==> src/rtl/tsarb_pkg.sv <==
// Shared types and constants for the tri-state bus arbiter.
// Also holds the OE one-hot-or-zero check used by the top-level assertion.
package tsarb_pkg;

    localparam int unsigned TSARB_MAX_NREQ = 16;
    localparam int unsigned TSARB_TURN_W   = 4;

    typedef enum logic [1:0] {
        IDLE = 2'd0,
        OWN  = 2'd1,
        TURN = 2'd2
    } tsarb_state_e;

    function automatic logic tsarb_oe_ok(input logic [TSARB_MAX_NREQ-1:0] oe);
        int unsigned cnt;
        cnt = 0;
        for (int i = 0; i < int'(TSARB_MAX_NREQ); i++) begin
            cnt = cnt + {31'd0, oe[i]};
        end
        return (cnt <= 1);
    endfunction

endpackage

==> src/rtl/tristate_bus_arbiter_rr_pick.sv <==
// Combinational round-robin picker: first set request at or above ptr_i, wrapping.
// Returns the winner as one-hot and as an index, plus an any-request flag.
module tsarb_rr_pick #(
    parameter int unsigned NREQ = 4,
    parameter int unsigned IdW  = $clog2(NREQ)
) (
    input  logic [NREQ-1:0] req_i,
    input  logic [IdW-1:0]  ptr_i,
    output logic [NREQ-1:0] gnt_oh_o,
    output logic [IdW-1:0]  gnt_idx_o,
    output logic            any_o
);

    always_comb begin
        int unsigned idx;
        logic        found;
        idx       = 0;
        found     = 1'b0;
        gnt_oh_o  = '0;
        gnt_idx_o = '0;
        for (int unsigned i = 0; i < NREQ; i++) begin
            idx = 32'(ptr_i) + i;
            if (idx >= NREQ) begin
                idx = idx - NREQ;
            end
            if (!found && req_i[idx[IdW-1:0]]) begin
                found     = 1'b1;
                gnt_idx_o = idx[IdW-1:0];
                gnt_oh_o  = NREQ'(1) << idx;
            end
        end
        any_o = found;
    end

endmodule

==> src/rtl/tristate_bus_arbiter.sv <==
// Round-robin owner arbiter driving the OE pins of shared weak-pull tri-state buffers.
// Define TSARB_PARK_EN to park the bus on the last owner while idle.
module tristate_bus_arbiter
    import tsarb_pkg::*;
#(
    parameter int unsigned NREQ     = 4,
    parameter int unsigned TURN_CYC = 1,
    parameter int unsigned MAX_HOLD = 16
) (
    input  logic                    CLK,
    input  logic                    RST_N,
    input  logic [NREQ-1:0]         REQ,
    output logic [NREQ-1:0]         GNT,
    output logic [NREQ-1:0]         OE,
    output logic [$clog2(NREQ)-1:0] GNT_ID,
    output logic                    BUS_FLOAT
);

    localparam int unsigned IdW   = $clog2(NREQ);
    localparam int unsigned HoldW = (MAX_HOLD > 1) ? $clog2(MAX_HOLD) : 1;
    localparam logic [IdW-1:0]          LastId   = IdW'(NREQ - 1);
    localparam logic [HoldW-1:0]        HoldLast = HoldW'((MAX_HOLD == 0) ? 0 : MAX_HOLD - 1);
    localparam logic [TSARB_TURN_W-1:0] TurnLast = TSARB_TURN_W'(TURN_CYC - 1);

    if (NREQ < 2 || NREQ > TSARB_MAX_NREQ) begin : g_bad_nreq
        $error("tristate_bus_arbiter: NREQ must be 2..16");
    end
    if (TURN_CYC < 1 || TURN_CYC > 15) begin : g_bad_turn
        $error("tristate_bus_arbiter: TURN_CYC must be 1..15");
    end

    tsarb_state_e            state_q, state_d;
    logic [NREQ-1:0]         gnt_q, gnt_d;
    logic [NREQ-1:0]         oe_q, oe_d;
    logic [IdW-1:0]          gnt_id_q, gnt_id_d;
    logic                    bus_float_q, bus_float_d;
    logic [IdW-1:0]          rr_ptr_q, rr_ptr_d;
    logic [HoldW-1:0]        hold_cnt_q, hold_cnt_d;
    logic [TSARB_TURN_W-1:0] turn_cnt_q, turn_cnt_d;

    logic [NREQ-1:0] pick_oh;
    logic [IdW-1:0]  pick_idx;
    logic            pick_any;
    logic            grant_now;
    logic            owner_req;
    logic            others_req;
    logic            forced;

`ifdef TSARB_PARK_EN
    logic            owned_once_q, owned_once_d;
    logic [NREQ-1:0] park_oh;
    assign park_oh = NREQ'(1) << gnt_id_q;
`endif

    tsarb_rr_pick #(
        .NREQ (NREQ),
        .IdW  (IdW)
    ) u_pick (
        .req_i     (REQ),
        .ptr_i     (rr_ptr_q),
        .gnt_oh_o  (pick_oh),
        .gnt_idx_o (pick_idx),
        .any_o     (pick_any)
    );

    assign owner_req  = |(REQ & gnt_q);
    assign others_req = |(REQ & ~gnt_q);
    assign forced     = (MAX_HOLD != 0) && (hold_cnt_q == HoldLast) && others_req;

    always_comb begin
        state_d    = state_q;
        gnt_d      = gnt_q;
        oe_d       = oe_q;
        gnt_id_d   = gnt_id_q;
        rr_ptr_d   = rr_ptr_q;
        hold_cnt_d = hold_cnt_q;
        turn_cnt_d = turn_cnt_q;
        grant_now  = 1'b0;
`ifdef TSARB_PARK_EN
        owned_once_d = owned_once_q;
`endif
        unique case (state_q)
            IDLE: begin
`ifdef TSARB_PARK_EN
                // A parked bus may only change hands through the turnaround gap.
                if (owned_once_q && |(REQ & ~park_oh)) begin
                    state_d    = TURN;
                    oe_d       = '0;
                    turn_cnt_d = '0;
                end else begin
                    grant_now = pick_any;
                end
`else
                grant_now = pick_any;
`endif
            end
            OWN: begin
                if (!owner_req || forced) begin
                    gnt_d = '0;
`ifdef TSARB_PARK_EN
                    if (!others_req) begin
                        state_d = IDLE;
                    end else begin
                        state_d    = TURN;
                        oe_d       = '0;
                        turn_cnt_d = '0;
                    end
`else
                    state_d    = TURN;
                    oe_d       = '0;
                    turn_cnt_d = '0;
`endif
                end else if (MAX_HOLD != 0 && hold_cnt_q != HoldLast) begin
                    hold_cnt_d = hold_cnt_q + HoldW'(1);
                end
            end
            TURN: begin
                // Arbitrate on the last gap cycle so the gap is exactly TURN_CYC long.
                if (turn_cnt_q == TurnLast) begin
                    state_d   = IDLE;
                    grant_now = pick_any;
`ifdef TSARB_PARK_EN
                    if (!pick_any) begin
                        oe_d = park_oh;
                    end
`endif
                end else begin
                    turn_cnt_d = turn_cnt_q + TSARB_TURN_W'(1);
                end
            end
            default: state_d = IDLE;
        endcase

        if (grant_now) begin
            state_d    = OWN;
            gnt_d      = pick_oh;
            oe_d       = pick_oh;
            gnt_id_d   = pick_idx;
            rr_ptr_d   = (pick_idx == LastId) ? '0 : pick_idx + IdW'(1);
            hold_cnt_d = '0;
`ifdef TSARB_PARK_EN
            owned_once_d = 1'b1;
`endif
        end
        bus_float_d = ~|oe_d;
    end

    always_ff @(posedge CLK or negedge RST_N) begin
        if (!RST_N) begin
            state_q     <= IDLE;
            gnt_q       <= '0;
            oe_q        <= '0;
            gnt_id_q    <= '0;
            bus_float_q <= 1'b1;
            rr_ptr_q    <= '0;
            hold_cnt_q  <= '0;
            turn_cnt_q  <= '0;
`ifdef TSARB_PARK_EN
            owned_once_q <= 1'b0;
`endif
        end else begin
            state_q     <= state_d;
            gnt_q       <= gnt_d;
            oe_q        <= oe_d;
            gnt_id_q    <= gnt_id_d;
            bus_float_q <= bus_float_d;
            rr_ptr_q    <= rr_ptr_d;
            hold_cnt_q  <= hold_cnt_d;
            turn_cnt_q  <= turn_cnt_d;
`ifdef TSARB_PARK_EN
            owned_once_q <= owned_once_d;
`endif
        end
    end

    assign GNT       = gnt_q;
    assign OE        = oe_q;
    assign GNT_ID    = gnt_id_q;
    assign BUS_FLOAT = bus_float_q;

    oe_onehot0_a: assert property (@(posedge CLK) disable iff (!RST_N)
        tsarb_oe_ok(TSARB_MAX_NREQ'(oe_q)));

endmodule

==> config.mk <==
export PLATFORM = sky130hd
export DESIGN_NAME = tristate_bus_arbiter
export DESIGN_NICKNAME = d
export VERILOG_FILES = /design/src/rtl/tsarb_pkg.sv /design/src/rtl/tristate_bus_arbiter_rr_pick.sv /design/src/rtl/tristate_bus_arbiter.sv
export SDC_FILE = /design/constraint.sdc
export NUM_CORES = 1
export LEC_CHECK = 0
export ABC_AREA = 0
export CAP_MARGIN = 20
export CORE_MARGIN = 8
export CORE_UTILIZATION = 35
export CTS_CLUSTER_SIZE = 14
export DETAILED_ROUTE_END_ITERATION = 7
export DONT_BUFFER_PORTS = 1
export SLEW_MARGIN = 15
export SYNTH_ARGS = -nofsm -noshare
export SYNTH_HDL_FRONTEND = slang
export SYNTH_SLANG_ARGS = --single-unit
==> constraint.sdc <==
create_clock -name CLK -period 4.5 [get_ports CLK]
set_input_delay 0.9 -clock CLK [delete_from_list [all_inputs] [get_ports CLK]]
set_output_delay 0.9 -clock CLK [all_outputs]
set_load 0.02 [all_outputs]
==> run summary, run 1 <==
DR vias/cell = 5.63
H-tree levels = 1
Net count after synthesis = 166
Cell Count, Final, Fillers Out = 202
Clock group share of total power = 10.6%
Pins Over Slew Limit = 0
Global-route wire length before repair = 5.63 mm
WL final = 3.29 mm
DRT iter0 DRCs = 81
Startpoint Class = flop
Synth top area share = 35.5%
CP peak stage delay = 710 ps
Post-synth cell types = 48
Core area = 4320 um^2
Fin. Hold Viols = 0
Synth Register Bits = 23
Ys async rst share = 100%
IR drop worst, VDD = 0.000328 V
Synth-to-Final Area Change = 4.43%
Cts bufs inserted = 3
CP Buf/Inv Count = 1
Area occupied by multi-input gates = 911 um^2
Combinational power share = 54.6%
Die X-Extent = 82.6 um
Clock Skews = 1.99 ps
Post-CTS setup buffers = 0
DR WL/cell = 16.3 um
Critical path, cell by cell = inv_1 -> ha_1 -> mux4_2 -> a221oi_1 -> a2bb2oi_1 -> nor2_1 -> nor4_2
Crit path max-delay family = flip-flops
Pin count of the biggest net entering global routing = 24
Slowest CP cell = dfrtp_1
Yosys top cell by area = dfrtp_1
Die area = 6820 um^2
Met3 routed WL = 245 um
Critical Path Sink Type = flop
Part of the cycle the worst path needs = 67.1%
PostCTS Resize Cnt = 0
Avg Cell Area, Syn = 10.1 um^2
Syn. warnings = 0
Final instance area = 1620 um^2
Max FO, Critical Path = 14
Ratio of cells with drive above 1 in the final layout = 13.3%
Initial antenna violation count = 0
Io pins = 17
RePlAce Congestion = 0.842
Post-route antenna net violation count = 0
Design Power = 1.21 mW
Sequential area share after synthesis = 37.1%
Setup TNS = 0 ps
Setup-failing EPs final = 0
EDFF count, synth = 0
TritonCTS clock tree = done
RSZ-0062 raised after global routing = no
Worst-margin pin slew = 815 ps
P per Cell Area = 749 nW/um^2
Max capacitance violation total = 0
CP required = 4680 ps
Slew headroom = 45.1%
Dpl cell area = 1580 um^2
Mapped Cells = 153
Die Y = 82.6 um
Register Area = 577 um^2
Synth top area cells = dfrtp_1 35%, mux4_2 5.8%, ha_1 5.6%, nand2_1 4.4%, nand3_1 4.2%
Highest clock rate = 0.331 GHz
Clock Path Buffers = 2
CTS root buf = clkbuf_8
Highest routed layer = met4
Most frequent cells in the layout = 22 x dfrtp_1, 18 x nand2_1, 13 x nand3_1
WP data arrival = 3200 ps
Cts hold-fix bufs = 0
Sequential Power Share = 34.8%
Vias in the first global route = 1115
Minimum clock period = 3020 ps
Final worst setup slack = 1480 ps
Sw frac = 46.8%
Leakage power = 0.712 nW
Initial core utilization = 35.9%
Placement Setup Slack = 1520 ps
Fin nets = 164
Residual DRC = 0
DR vias = 1137
Router iterations before antenna repair = 4
Fillers = 437
Clock Sinks = 23
Int Power = 0.646 mW
Ant diodes = 0
WL met2 = 1.43 mm
CP Class = flop to flop
Status = completed
Grt ovf = 0
Clock Pin Slew Worst Setup and Hold Paths = 80 ps
Post-Synthesis Cell Area = 1550 um^2
Primary FF master, synth = dfrtp_1
GRT Util Overall = 10.5%
Site Rows = 24
Commonest non-fill, non-tap cell in the layout = dfrtp_1
Placed Instances = 198
Sw Pwr = 0.569 mW
WL met1 = 1.58 mm
Post-DP HPWL = 2.45 mm
Number of port buffers = 0
Clock Latency Late Sink = 260 ps
HP Class = input port to async pin
sequential cells by signal, indices dropped and copies added (netlist names), named ones only:
register	count
OE	4
state_q	2
GNT_ID	2
rr_ptr_q	1
hold_cnt_q	4
GNT	4
BUS_FLOAT	1
turn_cnt_q	4
routing by layer:
layer / vias up / track usage [%]
li1: 554 / -
met1: 552 / 14.0
met2: 27 / 15.9
met3: 4 / 3.90
met4: 0 / 2.07
met5: - / 0
through the flow:
| step | hold WS (ps) | utilization, % |
|---|---|---|
| 2_1_floorplan | 505 | - |
| 3_3_place_gp | 525 | 36.4 |
| 3_5_place_dp | 539 | 36.4 |
| 4_1_cts | 318 | 37.5 |
| 5_1_grt | 303 | 37.5 |
| 6_report | 320 | 37.5 |
synthesized netlist by cell type, types with 2 or more instances:
cell       count
and2_1         3
dfrtp_1       22
mux2i_1        4
nor2_1         8
a221oi_1       2
nand4_1        2
mux4_2         4
inv_1          6
o2111ai_1      3
clkbuf_1       4
mux2_2         2
xor2_1         2
nor3b_1        2
xnor2_1        4
nand3_1       13
nand2b_1       5
buf_6          2
o21ai_0        4
ha_1           7
nand2_1       18
a21o_1         4
o211ai_1       6
kinds of logic after synthesis:
kind of cell	synth area share (%)
compound gates	17.6
xor+xnor	3.38
fa+ha+maj	5.64
buf+inv	4.19
flops	37.1
mux	11.3
simple gates	20.7
worst register-to-register path, cell delays in order (launching register included):
cell       delay, ps
dfrtp_1          710
inv_1            190
ha_1             450
mux4_2           670
a221oi_1         360
a2bb2oi_1        200
nor2_1            90
nor4_2           260
power by group through the flow:
stage	logic (mW)	clock network, mW	registers [mW]
CTS	0.659	0.130	0.425
global placement	0.638	0	0.424
global route	0.734	0.139	0.438
detailed placement	0.655	0	0.429
finish	0.663	0.129	0.423
floorplan	0.587	0	0.379
final cells by class:
type                    count  area share (%)
clock buffers               3            2.55
clock inverters             1           0.309
inverters                   6            1.39
multi-input cells         117            56.2
flip-flops and latches     23            35.6
well taps                  52            4.01
worst paths after layout:
path,start,to,slack [ps],cells after the start
setup / recovery,flop,BUS_FLOAT,1480,7
hold / removal,RST_N,hold_cnt_q[1],320,0
setup reg to reg,flop,BUS_FLOAT,1480,7
hold reg to reg,hold_cnt_q[3],hold_cnt_q[3],550,2
max in group asynchronous,RST_N,BUS_FLOAT,4000,0
min in group CLK,hold_cnt_q[3],hold_cnt_q[3],550,2
No activity file was read; power rests on OpenSTA's default activity.
==> inputs of run 2 (changes only) <==
==> constraint.sdc (replaced) <==
create_clock -name CLK -period 2.6 [get_ports CLK]
set_input_delay 0.52 -clock CLK [delete_from_list [all_inputs] [get_ports CLK]]
set_output_delay 0.52 -clock CLK [all_outputs]
set_load 0.02 [all_outputs]
==> run 2 against run 1 <==
  * Clock skew about the same
  * Global-route usage increased by 0.065 points
  * First-iteration DRC count decreased by 47%
  * Via count increased by 1.3%
  * Critical path depth unchanged
  * Clock-buffer cell count increased by 1
  * Flip-flop and latch count unchanged
  * Sequential power increased by 59%
  * Hold slack got worse by 230 ps
  * Largest power group unchanged
  * Cell area increased by 3.9%
  * Clock power increased by 72%
==> run summary, run 2 (synthesized netlist as in run 1, its figures left out) <==
HP Class = input port to async pin
CP Class = flop to flop
Slew headroom = 46.6%
DR vias = 1152
Post-CTS setup buffers = 0
Fin. Hold Viols = 0
Ant diodes = 0
Max FO, Critical Path = 7
Worst Reg-to-Reg Cells = 7
Max capacitance violation total = 0
IR drop worst, VDD = 0.000391 V
R2r endpoint = BUS_FLOAT
RePlAce Congestion = 0.852
Dpl cell area = 1610 um^2
DR vias/cell = 5.54
CTS root buf = clkbuf_8
GRT Util Overall = 10.6%
Post-route antenna net violation count = 0
Synth-to-Final Area Change = 8.46%
WL final = 3.39 mm
Global-route wire length before repair = 5.53 mm
Most frequent cells in the layout = 22 x dfrtp_1, 18 x nand2_1, 13 x nand3_1
Clock Pin Slew Worst Setup and Hold Paths = 80 ps
Clock Sinks = 23
Final instance area = 1680 um^2
Pins Over Slew Limit = 0
Clock Latency Late Sink = 260 ps
Setup-failing EPs final = 0
Post-DP HPWL = 2.49 mm
Router iterations before antenna repair = 4
Die X-Extent = 82.6 um
Worst-margin pin slew = 792 ps
Fin nets = 170
Clock Skews = 2.31 ps
Critical Path Sink Type = flop
R2r setup slk = 120 ps
Cell Count, Final, Fillers Out = 208
Ratio of cells with drive above 1 in the final layout = 16.0%
Startpoint Class = flop
Setup TNS = 0 ps
Number of port buffers = 0
Commonest non-fill, non-tap cell in the layout = dfrtp_1
Cts bufs inserted = 3
Initial antenna violation count = 0
Pin count of the biggest net entering global routing = 23
Clock Path Buffers = 2
CP required = 2770 ps
WP data arrival = 2650 ps
TritonCTS clock tree = done
Grt ovf = 0
Io pins = 17
Minimum clock period = 2480 ps
DR WL/cell = 16.3 um
RSZ-0062 raised after global routing = no
P per Cell Area = 1300 nW/um^2
Vias in the first global route = 1105
Core area = 4320 um^2
Site Rows = 24
Placed Instances = 202
Residual DRC = 0
H-tree levels = 1
Die Y = 82.6 um
Highest clock rate = 0.404 GHz
DRT iter0 DRCs = 43
Status = completed
Leakage power = 0.741 nW
Initial core utilization = 35.9%
Die area = 6820 um^2
Fillers = 419
Part of the cycle the worst path needs = 95.3%
==> run 2: metrics by stage <==
stage / total power, mW / worst slack (ps) / util, % / hold slack, ps
2_1_floorplan: 1.68 / 1.06 / - / 224
3_3_place_gp: 1.89 / 210 / 37.1 / 226
3_5_place_dp: 1.93 / 83.7 / 37.1 / 226
4_1_cts: 2.17 / 64.6 / 38.4 / 83.0
5_1_grt: 2.36 / 12.2 / 38.9 / 72.2
6_report: 2.19 / 123 / 38.9 / 90.6
==> run 2: timing repair <==
action | in CTS | in global routing
hold buffers | 1 | 0
setup endpoints to repair | 0 | 1
gates resized for setup | 0 | 1
endpoints found under the hold margin | 22 | 0
==> run 2: report_power, final <==
| part | internal, mW | switching [mW] |
|---|---|---|
| registers | 0.485 | 0.187 |
| logic | 0.595 | 0.704 |
| clock network | 0.109 | 0.113 |
| total | 1.19 | 1.00 |
==> run 2: layout make-up <==
class	count	area (um^2)	share of cell area, %
repair buffers	5	35.0	2.08
inverters	6	22.5	1.34
flip-flops and latches	23	577	34.2
clock buffers	4	45.0	2.67
well taps	52	65.1	3.86
multi-input cells	118	940	55.8
==> run 2: critical path: stages, from the launching register on <==
cell and delay (ps):
dfrtp_1 360, inv_1 90, ha_2 410, mux4_2 610, a221oi_1 320, a2bb2oi_1 220, nor2_1 100, nor4_2 280
==> run 2: worst max-delay path by stage <==
stage / endpoint / start / slack (ps) / cells after the start
final: BUS_FLOAT / flop / 120 / 7
after global routing: BUS_FLOAT / flop / 10 / 7
after CTS: BUS_FLOAT / flop / 60 / 7
after detailed placement: BUS_FLOAT / flop / 80 / 7
after global placement: BUS_FLOAT / flop / 210 / 7
after floorplan: BUS_FLOAT / flop / 1 / 8
==> run 2: routing by layer <==
| layer | track usage [%] | routed length, um |
|---|---|---|
| met1 | 13.7 | 1650 |
| met4 | 3.10 | 17 |
| met3 | 3.25 | 180 |
| met2 | 16.4 | 1540 |
| met5 | 0 | 0 |
==> inputs of run 3 (changes only) <==
--- a/config.mk
+++ b/config.mk
@@ -8,7 +8,7 @@
 export ABC_AREA = 0
 export CAP_MARGIN = 20
 export CORE_MARGIN = 8
-export CORE_UTILIZATION = 35
+export CORE_UTILIZATION = 37
 export CTS_CLUSTER_SIZE = 14
 export DETAILED_ROUTE_END_ITERATION = 7
 export DONT_BUFFER_PORTS = 1
==> run 3 against run 2 <==
  * Register-to-register slack improved by 20 ps
  * Critical path depth rose by 2
  * Utilization grew 3.2 points
  * Clock skew is essentially flat
  * Sequential power is essentially flat
  * Power is 1.4% higher
  * Cell count increased by 0.48%
  * Fmax increased by 0.98%
  * Largest cell class unchanged
==> run summary, run 3 (synthesized netlist as in run 1, its figures left out) <==
CP peak stage delay = 600 ps
Max capacitance violation total = 0
Cell Count, Final, Fillers Out = 209
Fin. Hold Viols = 0
Leakage power = 0.753 nW
Die area = 6530 um^2
RePlAce Congestion = 0.839
Slew headroom = 48.5%
Critical Path Sink Type = flop
Placed Instances = 200
DR vias = 1172
Site Rows = 23
Combinational power share = 59.9%
DR vias/cell = 5.61
Int Power = 1.22 mW
Worst-margin pin slew = 763 ps
Grt ovf = 0
Startpoint Class = flop
Number of port buffers = 0
Router iterations before antenna repair = 4
Ant diodes = 0
CP required = 2770 ps
Clock group share of total power = 9.8%
Synth-to-Final Area Change = 9.35%
Post-DP HPWL = 2.47 mm
Clock Sinks = 23
Post-route antenna net violation count = 0
Pins Over Slew Limit = 0
Dpl cell area = 1600 um^2
Global-route wire length before repair = 5.60 mm
RSZ-0062 raised after global routing = no
DR WL/cell = 16.0 um
CP Class = flop to flop
Highest clock rate = 0.408 GHz
WL final = 3.34 mm
Crit path max-delay family = multiplexers
Final instance area = 1700 um^2
Sw Pwr = 1.01 mW
Slowest CP cell = mux4_2
Commonest non-fill, non-tap cell in the layout = dfrtp_1
Core area = 4030 um^2
Die X-Extent = 80.8 um
IR drop worst, VDD = 0.000378 V
Area occupied by multi-input gates = 913 um^2
Max FO, Critical Path = 6
Minimum clock period = 2450 ps
Setup-failing EPs final = 0
Residual DRC = 0
Die Y = 80.8 um
WHS = 91.2 ps
Io pins = 17
HP Class = input port to async pin
WP data arrival = 2620 ps
Most frequent cells in the layout = 22 x dfrtp_1, 18 x nand2_1, 13 x nand3_1
Sw frac = 45.3%
Critical path, cell by cell = inv_1 -> ha_2 -> mux4_2 -> buf_4 -> nor2_4 -> nand2_1 -> o2111ai_1 -> o211ai_1 -> nor4_2
DRT iter0 DRCs = 56
Initial core utilization = 38.5%
CTS root buf = clkbuf_8
Part of the cycle the worst path needs = 94.4%
CP Buf/Inv Count = 2
Clock Latency Late Sink = 260 ps
Initial antenna violation count = 0
Clock Pin Slew Worst Setup and Hold Paths = 80 ps
Fillers = 396
GRT Util Overall = 10.6%
Vias in the first global route = 1130
R2r setup slk = 150 ps
Setup TNS = 0 ps
Sequential Power Share = 30.3%
Clock Skews = 1.89 ps
Register Area = 577 um^2
Fin nets = 173
Pin count of the biggest net entering global routing = 23
Cts bufs inserted = 3
H-tree levels = 1
Ratio of cells with drive above 1 in the final layout = 17.6%
P per Cell Area = 1310 nW/um^2
Design Power = 2.22 mW
TritonCTS clock tree = done
Status = completed
Clock Path Buffers = 2
-- run 3: layer usage --
layer  vias to the layer above  GRT usage [%]  part of all wire (%)
met5                         -              0                     0
met4                         0           1.61                  0.30
met3                         2           4.08                   7.3
met2                        29           17.6                    47
met1                       570           13.0                    45
li1                        571              -                     -
-- run 3: path summary, 6_finish.rpt --
| path | startpoint | to | depth (start not counted) |
|---|---|---|---|
| worst max-delay path | flop | BUS_FLOAT | 9 |
| worst min-delay path | RST_N | BUS_FLOAT | 0 |
| worst min register to register | hold_cnt_q[3] | hold_cnt_q[3] | 2 |
| min in group CLK | REQ[3] | state_q[0] | 2 |
| max in group asynchronous | RST_N | state_q[0] | 2 |
| worst max register to register | flop | BUS_FLOAT | 9 |
-- run 3: power groups by stage --
stage,logic (mW),clock network [mW],registers [mW]
3_5_place_dp,1.24,0,0.685
5_1_grt,1.46,0.240,0.697
2_1_floorplan,1.02,0,0.656
4_1_cts,1.26,0.221,0.679
3_3_place_gp,1.21,0,0.680
6_report,1.33,0.217,0.673
-- run 3: cell type report --
cell class	count	share of cell area (%)
multi-input cells	117	53.8
flip-flops and latches	23	34.0
repair buffers	9	4.57
well taps	50	3.68
clock buffers	4	2.65
inverters	6	1.33
-- run 3: repair_timing --
action                                 in CTS  in global routing
hold buffers                                1                  0
endpoints found under the hold margin      22                  0
setup endpoints to repair                   0                  3
resized for setup                           0                  1
setup buffers                               0                  3
-- run 3: stage by stage --
stage,worst slack (ps),utilization (%)
2_1_floorplan,1.06,-
3_3_place_gp,206,39.8
3_5_place_dp,108,39.8
4_1_cts,90.6,41.1
5_1_grt,13.2,42.1
6_report,147,42.1
